<file path="src/rtl/uart_rx_pkg.sv">
// Shared definitions for the UART receive path: state encodings, bit timing
// defaults and counter sizing.
package uart_rx_pkg;

   localparam int unsigned CLKS_PER_BIT_DEFAULT = 434;
   localparam int unsigned CNT_W                = 12;

   typedef logic [CNT_W-1:0] cnt_t;

   typedef enum logic [4:0] {
      IDLE      = 5'b00001,
      START     = 5'b00010,
      DATA      = 5'b00100,
      STOP      = 5'b01000,
      WAIT_HIGH = 5'b10000
   } rx_state_t;

   // Terminal count for the start-bit phase: lands the first sample mid-bit.
   function automatic cnt_t half_bit_last(input int unsigned clks);
      return cnt_t'((clks - 1) / 2);
   endfunction

   function automatic cnt_t full_bit_last(input int unsigned clks);
      return cnt_t'(clks - 1);
   endfunction

endpackage

</file>
<file path="src/rtl/uart_rx_sync_2ff.sv">
// Two-flop synchronizer for a single asynchronous input; reset value is
// selectable so idle-high lines come out of reset inactive.
module sync_2ff #(
   parameter logic RESET_VALUE = 1'b1
) (
   input  logic CLOCK_50,
   input  logic reset,
   input  logic d,
   output logic q
);

   logic meta;

   always_ff @(posedge CLOCK_50) begin
      if (reset) begin
         meta <= RESET_VALUE;
         q    <= RESET_VALUE;
      end else begin
         meta <= d;
         q    <= meta;
      end
   end

endmodule

</file>
<file path="src/rtl/uart_rx.sv">
// 8N1 UART receiver: start-bit qualification at mid-bit, 8 data bits LSB
// first, stop-bit check with framing error and break (held-low) lockout.
module uart_rx
   import uart_rx_pkg::*;
#(
   parameter int unsigned CLKS_PER_BIT = CLKS_PER_BIT_DEFAULT
) (
   input  logic       CLOCK_50,
   input  logic       reset,
   input  logic       rx,
   output logic       received,
   output logic [7:0] receive_byte,
   output logic       framing_error,
   output logic       busy
);

   localparam cnt_t HALF_LAST = half_bit_last(CLKS_PER_BIT);
   localparam cnt_t BIT_LAST  = full_bit_last(CLKS_PER_BIT);

   logic       rx_s;
   rx_state_t  state, state_n;
   cnt_t       cnt, cnt_n;
   logic [2:0] bit_index, bit_index_n;
   logic [7:0] shift_reg, shift_reg_n;
   logic [7:0] receive_byte_n;
   logic       received_n;
   logic       framing_error_n;

   sync_2ff #(
      .RESET_VALUE(1'b1)
   ) u_sync (
      .CLOCK_50(CLOCK_50),
      .reset   (reset),
      .d       (rx),
      .q       (rx_s)
   );

   always_ff @(posedge CLOCK_50) begin
      if (reset) begin
         state         <= IDLE;
         cnt           <= '0;
         bit_index     <= '0;
         shift_reg     <= '0;
         receive_byte  <= '0;
         received      <= 1'b0;
         framing_error <= 1'b0;
      end else begin
         state         <= state_n;
         cnt           <= cnt_n;
         bit_index     <= bit_index_n;
         shift_reg     <= shift_reg_n;
         receive_byte  <= receive_byte_n;
         received      <= received_n;
         framing_error <= framing_error_n;
      end
   end

   always_comb begin
      state_n         = state;
      cnt_n           = cnt;
      bit_index_n     = bit_index;
      shift_reg_n     = shift_reg;
      receive_byte_n  = receive_byte;
      received_n      = 1'b0;
      framing_error_n = 1'b0;

      case (state)
         IDLE: begin
            cnt_n       = '0;
            bit_index_n = '0;
            if (!rx_s) state_n = START;
         end

         START: begin
            if (cnt == HALF_LAST) begin
               cnt_n   = '0;
               state_n = rx_s ? IDLE : DATA;
            end else begin
               cnt_n = cnt + 1'b1;
            end
         end

         DATA: begin
            if (cnt == BIT_LAST) begin
               cnt_n                  = '0;
               shift_reg_n[bit_index] = rx_s;
               if (bit_index == 3'd7) begin
                  bit_index_n = '0;
                  state_n     = STOP;
               end else begin
                  bit_index_n = bit_index + 1'b1;
               end
            end else begin
               cnt_n = cnt + 1'b1;
            end
         end

         STOP: begin
            if (cnt == BIT_LAST) begin
               cnt_n = '0;
               if (rx_s) begin
                  receive_byte_n = shift_reg;
                  received_n     = 1'b1;
                  state_n        = IDLE;
               end else begin
                  framing_error_n = 1'b1;
                  state_n         = WAIT_HIGH;
               end
            end else begin
               cnt_n = cnt + 1'b1;
            end
         end

         // A break keeps the line low; only a return to idle re-arms start detection.
         WAIT_HIGH: begin
            cnt_n = '0;
            if (rx_s) state_n = IDLE;
         end

         default: begin
            state_n     = IDLE;
            cnt_n       = '0;
            bit_index_n = '0;
         end
      endcase
   end

   assign busy = (state != IDLE);

endmodule

</file>
<file path="config.mk">
export PLATFORM = sky130hd
export DESIGN_NAME = uart_rx
export DESIGN_NICKNAME = d
export VERILOG_FILES = /design/src/rtl/uart_rx_pkg.sv /design/src/rtl/uart_rx_sync_2ff.sv /design/src/rtl/uart_rx.sv
export SDC_FILE = /design/constraint.sdc
export NUM_CORES = 1
export LEC_CHECK = 0
export CORE_ASPECT_RATIO = 0.8
export CORE_MARGIN = 8
export CORE_UTILIZATION = 57
export DETAILED_ROUTE_END_ITERATION = 8
export PLACE_DENSITY = 0.77
export SYNTH_ARGS = -nofsm -noshare
export SYNTH_HDL_FRONTEND = slang
export SYNTH_SLANG_ARGS = --single-unit
</file>
<file path="constraint.sdc">
create_clock -name CLOCK_50 -period 2.6 [get_ports CLOCK_50]
set_input_delay 0.52 -clock CLOCK_50 [delete_from_list [all_inputs] [get_ports CLOCK_50]]
set_output_delay 0.52 -clock CLOCK_50 [all_outputs]
set_load 0.005 [all_outputs]
</file>
After elaboration in Yosys (flattened, before gate mapping). Cells that the tools add are included.

Mux-type cells: 20. Eq/ne operators: 15. $lt $le $gt $ge: 2. Reduce and logical (&&, ||, !) cells: 8. $add $sub $neg: 2. Bitwise logic cells: 3.

Operators by type and width (number): 5-bit 2-to-1 mux (7); 5-bit case mux with 5 select lines (1); 12-bit 2-to-1 mux (2); 12-bit case mux with 2 select lines (1); 12-bit by 1-bit adder with 12-bit output (second input constant) (1); 12-bit by 8-bit == test with 1-bit output (second input constant) (1); 12-bit by 9-bit == test with 1-bit output (second input constant) (1); 2-bit inequality test (second input constant) (5); 3-bit 2-to-1 mux (3); 8-bit bitwise mux (1); 3-bit case mux with 2 select lines (1); 6-bit AND reduction (1); 3-bit OR reduction (2); 5-bit by 1-bit == test with 1-bit output (second input constant) (1); 5-bit by 2-bit == test with 1-bit output (second input constant) (1); 5-bit by 3-bit == test with 1-bit output (second input constant) (1); 5-bit by 4-bit == test with 1-bit output (second input constant) (1); 5-bit == test (second input constant) (1); 5-bit by 1-bit inequality test with 1-bit output (second input constant) (1); 3-bit by 4-bit < comparator with 1-bit output (second input constant) (1); 2-bit AND reduction (2); 3-bit by 1-bit adder with 3-bit output (second input constant) (1); 1-bit demux with 3-bit select (1); 3-bit == test (second input constant) (1); other kinds (7) (11).

Register bits: 40. Logic and storage cells: 59.

Logic depth before layout (Yosys ltp). Gate-level depths: netlist of the first run.

Depth in word-level cells: 5. Mapped depth: 9.

By module. Synthesis of the first run repeated with hierarchy kept, for this count alone.

Cell total of the unflattened synthesis: 210. Area total of the unflattened synthesis: 1826.8 um^2.

Modules (own cells, without submodules): uart_rx (sequential area each 760.7 um^2, area an instance 1774.2 um^2, cells an instance 206, times used 1); sync_2ff (sequential area each 40.0 um^2, area an instance 52.6 um^2, cells an instance 4, times used 1).

Least setup slack after synthesis of the first run. No wires, ideal clock.

Path kind: register to register. Start: reg cnt[0]. End: reg receive_byte[1]. Buffers on the path: 2. Slack: 0.747 ns. Clock period less this slack: 1.853 ns. Cell stages (with the launch flop): 9. Arrival: 1.726 ns. Path through: dfxtp_1 -> ha_1 -> and4bb_2 -> and4b_1 -> clkbuf_1 -> and3_1 -> buf_4 -> mux2i_1 -> nor2_1.

Word-level cells in the longest chain between the ends: 2.

Ends and longest elaborated chain: start: declaration (RTL line uart_rx.sv:22) `cnt_t cnt, cnt_n;`; start signal: assignment (RTL line uart_rx.sv:49) `cnt <= cnt_n;`; 12-bit by 9-bit == test with 1-bit output (RTL line uart_rx.sv:99) `if (cnt == BIT_LAST) begin`; 3-bit AND reduction (no source line); end signal: assignment (RTL line uart_rx.sv:52) `receive_byte <= receive_byte_n;`; end: declaration (RTL line uart_rx.sv:12) `output logic [7:0] receive_byte,`.

Every way passes these cells. A chain may end at the register's enable or synchronous reset.

Worst setup path in the final report of the first run.
Start: reg state[2]. End: out busy.

Word-level cells in the longest chain between the ends: 1.

Ends and longest elaborated chain: start: declaration (RTL line uart_rx.sv:21) `rx_state_t state, state_n;`; start signal: assignment (RTL line uart_rx.sv:48) `state <= state_n;`; 5-bit by 1-bit inequality test with 1-bit output (RTL line uart_rx.sv:128) `assign busy = (state != IDLE);`; end: declaration (RTL line uart_rx.sv:14) `output logic busy`.

Every way passes these cells.

==> results.md, run 1 <==
Cells and area:
- For this run, the post-layout net count is 228.
- 0 antenna diodes ended up in the layout.
- The layout filler cell count is 240.
- The ratio of cells with drive above 1 in the final layout is 0.0818.
- The growth of design area from synthesis to finish is 12.0%.
- The commonest non-fill, non-tap cell in the layout is dfxtp_1.
- In the layout the commonest cells are dfxtp_1, nor2_1, mux2i_1, clkdlybuf4s50_1.
- In the final layout, flip-flops and latches occupy 801 um^2.
- Summing all non-filler instances in the final layout gives an area of 2130 um^2.
- The register with the most flip-flops in the layout has 12 of them.
- The multi-input combinational cells in the finished layout cover a total of 1040 um^2.

Global routing:
- The global route total overflow is 0.
- The first global-routing pass estimated 6870 um of wire.
- The via count of the first global-routing pass is 1469.
- The pin count of the biggest net entering global routing is 26.
- The initial antenna violation count came to 0.
- Across every metal layer, demand over resource in global routing totals 0.161.

Drt:
- The routed layout has 1528 vias.
- Wires add up to 4010 um.
- The number of remaining DRC errors is 0.
- The first detailed-routing pass ran for 4 iterations.
- The routed wire length per instance is 15.4 um.
- The count of nets left with antenna violations once routing finished came out at 0.
- After detailed routing, the number of vias per cell comes to 5.88.
- For this block, the initial DRC count from the detailed router was 133.

Timing:
- The final-report max-slew violation count was 0.
- The setup skew after layout is 0.00932 ns.
- Setup violations remaining at the end of the flow were counted as 0.
- Dividing the final minimum period by the clock period gives 0.952.
- The slew at the pin with the worst max-slew slack is 0.542 ns.
- The clock period could shrink to 2.48 ns.
- The maximum operating frequency is 404 MHz.
- For the final routed database, the setup TNS stands at 0 ns.
- In the post-route analysis, the smallest setup slack over all paths is 0.125 ns.
- Setup repair after global routing left no endpoint under its margin.
- The number of endpoints with negative hold slack in the final report came to 0.
- The worst pin sits at a relative slew slack of 0.637.

Setup path:
- The register-to-register path setup slack is 0.34 ns.
- The maximum net fanout on the critical path is 8.
- The worst register-to-register path begins at cnt[0]$_SDFF_PP0_.
- STA classifies the critical path endpoint as an output pin.
- The number of cell instances on the worst register-to-register path is 6.
- For the worst setup path, the data arrival time is 1.96 ns.
- The element type at the critical path start is a register.
- The classification of the worst setup path is register to output pin.
- In this run the critical register-to-register path is captured at receive_byte[3]$_SDFFE_PP0P_.
- The data required time of the worst path is 2.08 ns.

CTS:
- In this run, post-CTS hold repair placed 0 buffers.
- Clock-pin slew was measured on the worst setup and hold paths at 0.08 ns.
- The worst-case clock buffer depth is 2.
- Gates resized during post-CTS repair numbered 0.
- Post-CTS timing repair inserted 0 buffers for setup.
- The maximum level of the CTS H-tree is 2.
- The clock tree from TritonCTS is done.
- The later pin in the worst-skew pair is clocked with a latency of 0.29 ns.
- In this run, CTS created clock tree buffers numbering 5.
- The cell at the root of the clock tree is clkbuf_8.
- The tree built by TritonCTS fans out to 40 sinks.

Hold path:
- Along the worst hold path, the cell count comes to 1.
- The hold path startpoint is u_sync.meta$_SDFF_PP1_.
- The class of the worst hold path is register to register.
- The endpoint of the worst hold path is u_sync.q$_SDFF_PP1_.

Synthesis:
- The synthesized netlist net count is 216.
- The number of synthesized flops with an enable pin is 0.
- The synthesized design contains 40 register bits.
- The count of yosys warnings during synthesis is 0.
- In the synthesized netlist, the number of instances is 208.
- The number of library cell types mapped by synthesis is 46.
- After synthesis, the share of flip-flops with an asynchronous set or reset is 0.
- A synthesized cell averages 9.15 um^2.
- The cell area after technology mapping is 1900 um^2.
- The dominant synthesized flop cell is dfxtp_1.
- The fraction of the yosys area taken by sequential cells is 0.421.

Die:
- In this run the count of I/O pins placed on the die edge is 14.
- The floorplan core area is 3130 um^2.
- Measured along the x axis, the die boundary spans 80.6 um.
- The starting density of the core is 0.608.
- The overall die area is 5460 um^2.
- The die extent in y is 67.7 um.
- In this run the core area contains 18 standard-cell rows.

Place:
- The global placement routability congestion is 0.830.
- Prior to clock tree synthesis, the placed netlist has a worst setup slack of 0.436 ns.
- Summed over all nets, the half-perimeter wirelength after detailed placement is 2820 um.
- Once placement finished, the instance area stood at 2050 um^2.
- The count of buffers inserted at the top-level ports is 13.

Pwr:
- Across the VDD grid, the largest voltage drop is 0.403 mV.
- The cell leakage power is 0.772 nW.
- The total power per unit cell area is 663 nW/um^2.

Run:
- Max-cap violations in this run came to 0.

Outcome:
- The run finished with clean final reports.
==> worst max path at each step <==
| stage | from | endpoint | slack, ns | cells after the start |
|---|---|---|---|---|
| 3_5_place_dp | state[1]$_SDFFE_PP0P_ | busy | 0.44 | 3 |
| 6_report | state[2]$_SDFFE_PP0P_ | busy | 0.12 | 3 |
| 4_1_cts | state[1]$_SDFFE_PP0P_ | busy | 0.12 | 3 |
| 5_1_grt | state[1]$_SDFFE_PP0P_ | busy | 0.04 | 3 |
| 3_3_place_gp | state[2]$_SDFFE_PP0P_ | busy | 0.46 | 3 |
| 2_1_floorplan | cnt[0]$_SDFF_PP0_ | receive_byte[1]$_SDFFE_PP0P_ | 0.75 | 8 |
==> metal layers <==
metal	share of wire	GRT usage	up-vias
met2	0.43	0.230	44
met4	0.019	0.0905	0
met1	0.48	0.211	716
met5	0	0	-
met3	0.063	0.0491	9
li1	-	-	759
==> cells in the mapped netlist, types with 4 or more instances <==
library cell / count / share of area
dfxtp_1: 40 / 0.42
nor2_1: 36 / 0.071
mux2i_1: 16 / 0.084
a21oi_1: 7 / 0.018
clkbuf_1: 7 / 0.014
or3_1: 7 / 0.023
xnor2_1: 7 / 0.032
nand2_1: 6 / 0.012
o21ai_0: 6 / 0.016
ha_1: 5 / 0.033
nand4_1: 5 / 0.016
nor2b_1: 5 / 0.016
xor2_1: 5 / 0.023
and3_1: 4 / 0.013
inv_1: 4 / 0.0079
nor3_1: 4 / 0.011
or2_2: 4 / 0.013
==> where the power goes <==
part,internal [mW],switching [mW]
Clock,0.182,0.207
Sequential,0.636,0.0436
Combinational,0.158,0.187
Total,0.977,0.437
==> kinds of logic after synthesis <==
| kind of cell | synth area share |
|---|---|
| compound gates | 0.0704 |
| xor+xnor | 0.0552 |
| fa+ha+maj | 0.0329 |
| buf+inv | 0.0309 |
| flops | 0.421 |
| mux | 0.0842 |
| simple gates | 0.306 |
==> worst max-delay path: stages (launching register included) <==
cell and delay, ns:
dfxtp_1 0.38, or3_1 0.40, or3b_1 0.41, clkdlybuf4s50_1 0.46
==> cell type report <==
cell class,instances,area share
clock buffers,6,0.0340
well taps,40,0.0235
clock inverters,1,0.00235
repair buffers,15,0.0681
flip-flops and latches,40,0.376
multi-input cells,154,0.489
inverters,4,0.00704
==> per-stage QoR <==
stage	util	hold WS (ns)	std cells	power [mW]
6_report	0.681	0.409	260	1.41
5_1_grt	0.681	0.418	260	1.49
4_1_cts	0.681	0.410	260	1.42
3_5_place_dp	0.656	0.393	253	1.03
3_3_place_gp	0.656	0.391	253	1.02
2_1_floorplan	-	0.389	208	0.940
(Power assumes the default switching activity.)
==> run 2, diff against run 1 <==
--- a/config.mk
+++ b/config.mk
@@ -9,7 +9,7 @@
 export CORE_MARGIN = 8
 export CORE_UTILIZATION = 57
 export DETAILED_ROUTE_END_ITERATION = 8
-export PLACE_DENSITY = 0.77
+export PLACE_DENSITY = 0.78
 export SYNTH_ARGS = -nofsm -noshare
 export SYNTH_HDL_FRONTEND = slang
 export SYNTH_SLANG_ARGS = --single-unit
==> results.md, run 2 (same netlist as run 1, synthesis figures left out) <==
Setup path:
- In this run the critical register-to-register path is captured at receive_byte[4]$_SDFFE_PP0P_.
- The endpoint type of the worst setup path is an output pin.
- The data required time of the worst path is 2.08 ns (about the same).
- The register-to-register path setup slack is 0.39 ns (+0.05 ns).
- In this run the worst setup path begins at state[1]$_SDFFE_PP0P_.
- The worst reg2reg path startpoint is cnt[0]$_SDFF_PP0_.
- The number of cell instances on the worst register-to-register path came to 6 (unchanged).
- STA classifies the critical path startpoint as a register.
- The classification of the worst setup path is register to output pin.
- The maximum net fanout on the critical path is 7 (-1).
- The data arrival time of the worst path was 1.97 ns (about the same).

Drt:
- The routed wire length per instance is 14.7 um (-4.5%).
- The number of remaining DRC errors came to 0 (unchanged).
- The number of vias in the routed layout is 1501 (-1.8%).
- The detailed-routing iteration count for the pre-antenna-repair pass is 4 (unchanged).
- The initial DRC count is 96 (-28%).
- The via density per instance is 5.75 (-2.1%).
- The count of antenna-violating nets left after detailed routing came to 0 (unchanged).
- The final routed wirelength across all metal layers is 3840 um (-4.1%).

CTS:
- TritonCTS built the clock tree.
- The worst-case clock buffer depth is 2 (unchanged).
- The CTS clock-pin slew for the worst setup and hold paths is 0.07 ns (about the same).
- The clock sink count came to 40 (unchanged).
- The tree is rooted in a clkbuf_8.
- The number of buffers inserted for hold repair after clock tree synthesis came to 0 (unchanged).
- The maximum level of the CTS H-tree is 2 (unchanged).
- The buffer count from post-CTS setup fixing is 0 (unchanged).
- The number of gates given a new drive strength after cts is 0 (unchanged).
- The clock latency reported for the late side of the worst-skew pair is 0.29 ns (about the same).
- The total CTS buffers is 5 (unchanged).

Cells and area:
- The post-layout net count is 229 (+0.44%).
- The ratio of cells with drive above 1 in the final layout came to 0.0905 (+0.00868).
- The flip-flop count of the largest register after layout is 12 (unchanged).
- The number of antenna repair diodes came to 0 (unchanged).
- In the layout the commonest cells are dfxtp_1, nor2_1, mux2i_1, clkdlybuf4s50_1.
- The commonest non-fill, non-tap cell in the layout is dfxtp_1.
- The growth of design area from synthesis to finish is 12.6%.
- The final non-filler cell total was 261 (+0.38%).

Timing:
- Setup repair after global routing left no endpoint under its margin.
- The minimum clock period after layout is 2.49 ns (+0.0190 ns).
- The total negative setup slack is 0 ns (unchanged).
- The relative slew slack came to 0.633 (-0.00431).
- The final-report max-slew violation count was 0 (unchanged).
- The maximum operating frequency is 401 MHz (-0.76%).
- The slew at the pin with the worst max-slew slack is 0.551 ns (+0.00847 ns).
- The number of endpoints with negative hold slack in the final report is 0 (unchanged).
- The setup skew after layout is 0.00386 ns (-0.00546 ns).
- The final-report setup violation count was 0 (unchanged).
- The final period utilization was 0.959 (+0.00732).

Die:
- The floorplan core area was 3130 um^2 (unchanged).
- The starting density of the core is 0.608 (unchanged).
- The number of cell rows is 18 (unchanged).
- The boundary pin count came to 14 (unchanged).
- The overall die area is 5460 um^2 (unchanged).
- The die extent in y was 67.7 um (unchanged).
- The die boundary width is 80.6 um (unchanged).

Global routing:
- The total global-route track usage is 0.158 (-0.00279).
- The global route total overflow was 0 (unchanged).
- The via count of the first global-routing pass came to 1487 (+1.2%).
- The global-route wire length before repair came to 6870 um (unchanged).
- The initial antenna violation count is 0 (unchanged).
- The pin count of the biggest net entering global routing was 16 (-38%).

Pwr:
- The cell leakage power is 0.776 nW (+0.49%).
- The worst ir drop on vdd is 0.302 mV (-25%).
- The total power per unit cell area is 656 nW/um^2 (-1.1%).

Hold path:
- The startpoint identified for the worst hold timing path is u_sync.meta$_SDFF_PP1_.
- The endpoint of the worst hold path is u_sync.q$_SDFF_PP1_.
- The number of cells on the worst hold path is 1 (unchanged).
- In this run the worst hold path is classified as register to register.

Outcome:
- The run finished with clean final reports.

Place:
- The global placement routability congestion was 0.854 (+2.9%).
- The cell count after placement is 254 (+0.40%).
- The HPWL reported at the end of detailed placement came to 2770 um (-1.6%).
- The count of buffers inserted at the top-level ports is 13 (unchanged).

Run:
- The number of maximum-capacitance constraint violations is 0 (unchanged).
==> run 2: how the worst max path moves through the flow <==
stage	depth (start not counted)	endpoint	slack, ns
after floorplan	8	receive_byte[1]$_SDFFE_PP0P_	0.75
after global placement	3	busy	0.46
after detailed placement	3	busy	0.42
after CTS	3	busy	0.09
after global routing	3	busy	0.03
final	3	busy	0.11
==> run 2: metrics by stage <==
step | area (um^2) | hold slack (ns) | setup WS, ns | power [mW] | util
detailed placement | 2060 | 0.403 | 0.415 | 1.03 | 0.659
CTS | 2140 | 0.424 | 0.0935 | 1.41 | 0.685
finish | 2140 | 0.422 | 0.106 | 1.41 | 0.685
floorplan | 1900 | 0.389 | 0.747 | 0.940 | -
global placement | 2060 | 0.397 | 0.462 | 1.02 | 0.659
global route | 2140 | 0.451 | 0.0320 | 1.49 | 0.685
==> run 2: routing by layer <==
layer	global-route usage	vias up	part of all wire
met5	0	-	0
met4	0.0747	0	0.017
met3	0.0385	7	0.040
met2	0.250	26	0.44
met1	0.200	717	0.50
li1	-	751	-
==> run 2: layout make-up <==
cell class,count,area (um^2)
multi-input combinational,154,1040
clock inverter,2,12.5
sequential,40,801
timing repair buffer,16,153
tap,40,50.0
inverter,4,15.0
clock buffer,5,68.8
fill,229,987
==> run 2: power by group <==
group | internal (mW) | total, mW | switching, mW
registers | 0.636 | 0.682 | 0.0454
logic | 0.159 | 0.338 | 0.179
clock network | 0.181 | 0.386 | 0.205
==> run 2: worst max-delay path, stage by stage, from the launching register on <==
cell	delay [ns]
dfxtp_1	0.37
or3_1	0.44
or3b_1	0.42
clkdlybuf4s50_1	0.46
==> run 3, diff against run 2 <==
==> constraint.sdc (replaced) <==
create_clock -name CLOCK_50 -period 2.55 [get_ports CLOCK_50]
set_input_delay 0.765 -clock CLOCK_50 [delete_from_list [all_inputs] [get_ports CLOCK_50]]
set_output_delay 0.765 -clock CLOCK_50 [all_outputs]
set_load 0.005 [all_outputs]
==> results.md, run 3 (same netlist as run 1, synthesis figures left out) <==
Outcome:
- The run finished with clean final reports.

CTS:
- TritonCTS built the clock tree.
- The CTS clock-pin slew for the worst setup and hold paths is 0.08 ns (about the same).
- The tree is rooted in a clkbuf_8.
- The worst-case clock buffer depth is 2 (unchanged).
- The buffer count from post-CTS setup fixing was 0 (unchanged).
- The number of buffers inserted for hold repair after clock tree synthesis is 0 (unchanged).
- The total CTS buffers is 5 (unchanged).
- The number of gates given a new drive strength after cts is 3 (+3).
- The clock latency reported for the late side of the worst-skew pair is 0.29 ns (about the same).
- The clock sink count is 40 (unchanged).
- The maximum level of the CTS H-tree is 2 (unchanged).

Place:
- The global placement routability congestion was 0.834 (-2.4%).
- The pre-CTS setup slack was 0.190 ns (-0.225 ns).
- The count of buffers inserted at the top-level ports is 13 (unchanged).
- The HPWL reported at the end of detailed placement is 2810 um (+1.2%).

Cells and area:
- The flip-flop count of the largest register after layout is 12 (unchanged).
- The area occupied by registers came to 801 um^2 (unchanged).
- The post-layout net count was 232 (+1.3%).
- The area taken by multi-input logic gates was 1050 um^2 (+0.72%).
- The area growth from synthesis to layout is 16.2%.
- The library cells used most frequently in the layout, excluding fill and tap cells, are dfxtp_1, nor2_1, mux2i_1, clkdlybuf4s50_1.
- The number of antenna repair diodes is 0 (unchanged).
- The layout filler cell count is 239 (+4.4%).
- The library cell used most frequently in the layout, excluding fill and tap cells, is dfxtp_1.
- The ratio of cells with drive above 1 in the final layout is 0.116 (+0.0251).

Global routing:
- The global-route met1 utilization is 0.191 (-0.00895).
- The met2 track utilization from global routing was 0.262 (+0.0120).
- The routing usage on met3 is 0.0491 (+0.0106).
- The via count of the first global-routing pass is 1531 (+3.0%).
- The global route total overflow was 0 (unchanged).
- The pin count of the biggest net entering global routing is 29 (+13).
- The initial antenna violation count was 0 (unchanged).
- met2 is the most crowded layer.
- The global-route wire length before repair is 6890 um (+0.20%).
- The total global-route track usage came to 0.162 (+0.00320).

Setup path:
- The data arrival time of the worst path is 1.68 ns (-0.29 ns).
- The data required time of the worst path is 1.79 ns (-0.29 ns).
- The register-to-register path setup slack came to 0.43 ns (+0.04 ns).
- STA classifies the critical path startpoint as a register.
- The maximum net fanout on the critical path is 3 (-4).
- The endpoint type of the worst setup path is an output pin.
- The classification of the worst setup path is register to output pin.

Drt:
- The initial DRC count is 88 (-8.3%).
- The routed wire length per instance is 15.2 um (+3.5%).
- The final routed wirelength across all metal layers is 4040 um (+5.1%).
- The number of remaining DRC errors came to 0 (unchanged).
- The number of vias in the routed layout was 1525 (+1.6%).
- The via density per instance is 5.75 (about the same).
- The detailed-routing iteration count for the pre-antenna-repair pass was 4 (unchanged).
- The count of antenna-violating nets left after detailed routing is 0 (unchanged).

Timing:
- The setup slack of the critical path after layout is 0.102 ns (-0.00402 ns).
- The minimum clock period after layout is 2.45 ns.
- The slew at the pin with the worst max-slew slack is 0.543 ns (-0.00774 ns).
- The setup skew after layout was 0.00581 ns (+0.00195 ns).
- The total negative setup slack is 0 ns (unchanged).
- The maximum operating frequency is 408 MHz.
- Setup repair after global routing left no endpoint under its margin.
- The relative slew slack was 0.637 (+0.00467).
- The number of endpoints with negative hold slack in the final report is 0 (unchanged).
- The final-report max-slew violation count is 0 (unchanged).
- Dividing the final minimum period by the clock period gives 0.960.
- The final-report setup violation count was 0 (unchanged).

Die:
- The number of cell rows was 18 (unchanged).
- The floorplan core area is 3130 um^2 (unchanged).
- The die extent in y is 67.7 um (unchanged).
- The die boundary width came to 80.6 um (unchanged).
- The starting density of the core came to 0.608 (unchanged).
- The overall die area came to 5460 um^2 (unchanged).
- The boundary pin count is 14 (unchanged).

Hold path:
- The worst hold path belongs to the class register to register.

Pwr:
- The cell leakage power is 0.814 nW (+4.8%).
- The total power per unit cell area came to 733 nW/um^2 (+12%).
- The worst ir drop on vdd is 0.478 mV (+58%).

Run:
- The number of maximum-capacitance constraint violations is 0 (unchanged).
## run 3: final cells by class
class	count	share of cell area
multi-input combinational	154	0.475
sequential	40	0.362
timing repair buffer	19	0.0786
clock buffer	6	0.0373
tap	40	0.0226
clock inverter	2	0.0175
inverter	4	0.00679
## run 3: path summary, 6_finish.rpt
kind / startpoint / to / cells after the start
worst max-delay path: state[1]$_SDFFE_PP0P_ / busy / 3
worst min-delay path: u_sync.meta$_SDFF_PP1_ / u_sync.q$_SDFF_PP1_ / 1
worst max register to register: cnt[0]$_SDFF_PP0_ / bit_index[1]$_SDFFE_PP0P_ / 6
worst min register to register: u_sync.meta$_SDFF_PP1_ / u_sync.q$_SDFF_PP1_ / 1
## run 3: routing by layer
layer  vias up  part of all wire
li1        760                 -
met1       725              0.46
met2        38              0.48
met3         2             0.058
met4         0            0.0062
met5         -                 0
## run 3: worst max-delay path, stage by stage (launching register included)
cell and delay, ns:
dfxtp_1 0.32, or3_4 0.39, or3b_4 0.41, dlygate4sd2_1 0.27
## run 3: stage by stage
stage	power, mW	utilization	cell area [um^2]	std cells	hold WS, ns
2_1_floorplan	0.959	-	1900	208	0.389
3_3_place_gp	1.06	0.666	2080	257	0.398
3_5_place_dp	1.07	0.666	2080	257	0.411
4_1_cts	1.63	0.707	2210	265	0.432
5_1_grt	1.71	0.707	2210	265	0.456
6_report	1.62	0.707	2210	265	0.424
## run 3: power breakdown
part | switching [mW] | internal [mW]
clock network | 0.223 | 0.320
logic | 0.215 | 0.190
registers | 0.0265 | 0.648
total | 0.464 | 1.16
